<file path="src/rtl/tpg_lfsr_param.sv">
// tpg_lfsr_param: WIDTH-bit LFSR test-pattern generator with a loadable seed, start/busy/complete
// handshake, hold and pattern counter. Define TPG_ZERO_STATE_EN to add the all-zero state.
module tpg_lfsr_param #(
   parameter int unsigned      WIDTH = 3,
   parameter logic [WIDTH-1:0] TAPS  = WIDTH'(3'b110),
   parameter logic [WIDTH-1:0] SEED  = WIDTH'(1)
) (
   input  logic             clock,
   input  logic             reset,
   input  logic             start,
   input  logic             hold,
   input  logic             seed_load,
   input  logic [WIDTH-1:0] seed_in,
   output logic [WIDTH-1:0] data_out,
   output logic             valid,
   output logic             busy,
   output logic             complete,
   output logic [WIDTH:0]   pattern_count
);

`ifdef TPG_ZERO_STATE_EN
   localparam logic [WIDTH:0] PERIOD = {1'b1, {WIDTH{1'b0}}};
`else
   localparam logic [WIDTH:0] PERIOD = {1'b0, {WIDTH{1'b1}}};
`endif
   localparam logic [WIDTH:0] LAST = PERIOD - (WIDTH+1)'(1);

   typedef enum logic [1:0] {
      ST_IDLE = 2'd0,
      ST_RUN  = 2'd1,
      ST_DONE = 2'd2
   } state_t;

   state_t           state_q, state_d;
   logic [WIDTH-1:0] data_q, data_d;
   logic [WIDTH-1:0] seed_q, seed_d;
   logic [WIDTH:0]   count_q, count_d;
   logic             busy_q, busy_d;
   logic             complete_q, complete_d;

   logic             fb_c;
   logic [WIDTH-1:0] seed_eff_c;
   logic [WIDTH-1:0] next_pat_c;

   // Feedback and effective seed; without the zero state a zero seed would lock up the LFSR.
   always_comb begin
      fb_c = ^(data_q & TAPS);
`ifdef TPG_ZERO_STATE_EN
      fb_c       = fb_c ^ (data_q[WIDTH-2:0] == '0);
      seed_eff_c = seed_in;
`else
      seed_eff_c = (seed_in == '0) ? WIDTH'(1) : seed_in;
`endif
      next_pat_c = {data_q[WIDTH-2:0], fb_c};
   end

   // Next-state and datapath update.
   always_comb begin
      state_d = state_q;
      data_d  = data_q;
      seed_d  = seed_q;
      count_d = count_q;

      if (seed_load && (state_q != ST_RUN)) begin
         seed_d = seed_eff_c;
      end

      case (state_q)
         ST_IDLE, ST_DONE: begin
            if (start) begin
               state_d = ST_RUN;
               data_d  = seed_load ? seed_eff_c : seed_q;
               count_d = '0;
            end
         end
         ST_RUN: begin
            if (!hold) begin
               data_d  = next_pat_c;
               count_d = count_q + (WIDTH+1)'(1);
               if (count_q == LAST) begin
                  state_d = ST_DONE;
               end
            end
         end
         default: state_d = ST_IDLE;
      endcase

      busy_d     = (state_d == ST_RUN);
      complete_d = (state_d == ST_DONE);
   end

   always_ff @(posedge clock) begin
      if (reset) begin
         state_q    <= ST_IDLE;
         data_q     <= SEED;
         seed_q     <= SEED;
         count_q    <= '0;
         busy_q     <= 1'b0;
         complete_q <= 1'b0;
      end else begin
         state_q    <= state_d;
         data_q     <= data_d;
         seed_q     <= seed_d;
         count_q    <= count_d;
         busy_q     <= busy_d;
         complete_q <= complete_d;
      end
   end

   // valid follows hold within the same cycle so a paused pattern is never counted downstream.
   assign valid         = (state_q == ST_RUN) & ~hold;
   assign data_out      = data_q;
   assign busy          = busy_q;
   assign complete      = complete_q;
   assign pattern_count = count_q;

endmodule

</file>
<file path="config.mk">
export PLATFORM = sky130hd
export DESIGN_NAME = tpg_lfsr_param
export DESIGN_NICKNAME = d
export VERILOG_FILES = /design/src/rtl/tpg_lfsr_param.sv
export SDC_FILE = /design/constraint.sdc
export NUM_CORES = 1
export LEC_CHECK = 0
export BUFFER_PORTS_ARGS = -buffer_cell sky130_fd_sc_hd__buf_4
export CORE_MARGIN = 4
export CORE_UTILIZATION = 25
export CTS_CLUSTER_SIZE = 30
export DETAILED_ROUTE_END_ITERATION = 7
export HOLD_SLACK_MARGIN = 0.03
export SYNTH_ARGS = -nofsm -noshare
export SYNTH_HDL_FRONTEND = slang
export SYNTH_SLANG_ARGS = --single-unit
</file>
<file path="constraint.sdc">
create_clock -name clock -period 2.4 [get_ports clock]
set_input_delay 0.36 -clock clock [delete_from_list [all_inputs] [get_ports clock]]
set_output_delay 0.36 -clock clock [all_outputs]
set_load 0.01 [all_outputs]
</file>
==> results.cfg <==
[drt]
via_per_inst = 5.17
vias = 636
first_pass_iters = 4
drt_iter0_drc = 11
ant_nets = 0
wl_mm = 1.71
wl_per_cell_um = 13.9
drc = 0

[power_and_ir_drop]
irDropWorstVdd_v = 0.000333
comb_power_share_pct = 17.8
power.share.sequential_pct = 54.2
p_clk_share_pct = 28.0
power.net_switching_uw = 131
internal_power_uw = 341
power_density_nw_per_um2 = 537
sw_frac_of_total_pct = 27.7
power_leakage_uw = 0.000346

[critical_path]
critPathArrivalTime_ns = 1.60
criticalPathCategory = reg -> out
r2r_end = pattern_count[3]$_SDFFE_PP0P_
ff2ff_path_depth = 4
reg2reg_slack_ns = 0.63
crit_path_start_kind = flop
cp_max_fo = 10
r2r-start = state_q[0]$_SDFF_PP0_
cp.required_ns = 2.04
setup.worst_path.end_class = output port

[synth]
yosys-top-cells-area = dfxtp_1, a21oi_1, a211oi_2
async_flop_share_pct = 0
yosysMostFrequentCell = dfxtp_1
yosys.area.top_type_share_pct = 38.1
synthFlopType = dfxtp_1
syn_nets = 89
ys_ff_latch = 14
synth_cells = 79
synth-edff-count = 0
synthTopCellsByCount = dfxtp_1, a21oi_1, nand3_1
synth_top_area_cell = dfxtp_1
yosysWarnings = 0
yosysUniqueCellTypes = 35
syn_area_per_cell_um2 = 9.31
seq_area_frac_synth_pct = 38.1
synth_area_um2 = 736

[sta]
finalCritPeriodShare_pct = 81.8
clock.fmax_ghz = 0.509
skew_ns = 0.00186
tightest_slew_ns = 0.373
layout_min_cycle_time_ns = 1.96
fin_setup_tns_ns = 0
slew_headroom_pct = 74.5
hold_violations = 0
rsz0062_at_grt = false
setup_viol = 0
slew_viol_final = 0

[die]
num_rows = 19
die_h_um = 62.2
fp.dieW_um = 62.2
start_util_pct = 26.5
pin_count = 18
die_area_um2 = 3870
core-area_um2 = 2780

[clocking]
cts_setup_buffers = 0
insertion_delay_ns = 0.28
clockRootBuffer = clkbuf_4
numCtsBuffers = 3
cts_tree = done
cts_buffer_depth = 2
cts-resized-gates = 0
cts.sinks = 14
cts-hold-fix-buffers = 0
cts.reportedPaths.clkPinSlew_ns = 0.08
cts_max_level = 1

[place]
io_buffers = 17
place.gp.congestion = 0.806
dp_hpwl_mm = 1.26
place_area_um2 = 857

[run_status]
status = finished, final reports clean

[global_routing]
grt_max_degree = 18
gr-total-overflow = 0
grt_antenna_before_repair = 0
grt_pass1_vias = 635
grt_first_pass_wirelength_mm = 2.88
grt_use_total_pct = 9.32

[min_path]
holdPathStages = 3
worstHoldEndpoint = seed_q[2]$_SDFFE_PP0P_
hold_class = in -> reg
min_from = seed_in[2]

[finish]
final_util_pct = 31.6
final_cell_area_um2 = 880
nets = 104
synthToLayoutAreaGrowth_pct = 19.6
drive_above_1_share_pct = 30.4
diodes = 0

[job]
drv_cap = 0
critical path, stage by stage (launching register included):
cell and delay, ns:
dfxtp_1 0.49, or3b_1 0.58, inv_6 0.13, buf_4 0.13
power by group through the flow:
| stage | Sequential (uW) | Combinational (uW) | Clock, uW |
|---|---|---|---|
| detailed placement | 261 | 83.9 | 0 |
| global placement | 261 | 81.9 | 0 |
| floorplan | 260 | 54.4 | 0 |
| CTS | 256 | 84.3 | 137 |
| finish | 256 | 84.2 | 132 |
| global route | 257 | 92.1 | 150 |
metrics by stage:
| stage | power (uW) | instances | setup slack [ns] | hold slack [ns] |
|---|---|---|---|---|
| after floorplan | 314 | 79 | 0.850 | 0.453 |
| after global placement | 343 | 120 | 0.682 | 0.466 |
| after detailed placement | 345 | 120 | 0.643 | 0.469 |
| after CTS | 477 | 123 | 0.429 | 0.351 |
| after global routing | 499 | 123 | 0.343 | 0.357 |
| final | 473 | 123 | 0.437 | 0.355 |
placed cells by master (no fill, tap or decap):
master / count
nor2b_1: 1
a211oi_2: 2
o32a_4: 1
nor2_1: 2
nor3_1: 2
nand3b_1: 1
nand2_1: 4
o31ai_1: 1
o2111ai_1: 1
a31o_2: 1
xor2_1: 1
mux2_1: 1
o21ai_0: 3
nor3b_1: 3
mux2i_1: 2
o211ai_1: 1
inv_6: 1
ha_1: 2
nand3_1: 5
clkbuf_4: 3
a41oi_1: 1
or3b_1: 1
a31oi_1: 2
nor4b_1: 1
a21oi_1: 7
nand2b_1: 2
and2b_2: 1
buf_4: 17
inv_1: 4
dfxtp_1: 14
a221o_2: 2
a2111oi_0: 1
nor4_1: 1
cell type report:
class | instances | area [um2]
clock buffers | 3 | 22.5
well taps | 31 | 38.8
repair buffers | 17 | 128
fillers | 288 | 1900
flip-flops and latches | 14 | 280
multi-input cells | 53 | 387
inverters | 5 | 23.8
metal layers:
metal,global-route usage (%),share of wire (%)
met1,10.5,43
met2,15.0,50
met3,2.52,4.2
met5,0,0
met4,6.50,3.1
cell families (layout without fill, tap and decap cells):
family	after synthesis	in the layout	share of synthesized area (%)
AOI/OAI and AO/OA	23	23	24.8
xor gates and xnor gates	1	1	1.19
adders and majority gates	2	2	3.40
buffers and inverters	12	25	9.35
DFF	14	14	38.1
muxes	3	3	4.25
and+or+nand+nor	24	24	18.9
flip-flops by register name (all words and copies together) (netlist names):
register,flops
pattern_count,4
data_out,3
seed_q,3
state_q,2
complete,1
busy,1
how the worst max path moves through the flow:
| stage | startpoint | depth (start not counted) | end |
|---|---|---|---|
| 2_1_floorplan | state_q[1]$_SDFF_PP0_ | 6 | pattern_count[3]$_SDFFE_PP0P_ |
| 3_3_place_gp | state_q[0]$_SDFF_PP0_ | 4 | pattern_count[3]$_SDFFE_PP0P_ |
| 3_5_place_dp | state_q[0]$_SDFF_PP0_ | 4 | pattern_count[3]$_SDFFE_PP0P_ |
| 4_1_cts | state_q[0]$_SDFF_PP0_ | 3 | valid |
| 5_1_grt | state_q[0]$_SDFF_PP0_ | 3 | valid |
| 6_report | state_q[0]$_SDFF_PP0_ | 3 | valid |
Note: power is estimated with default switching activity, not from simulation.
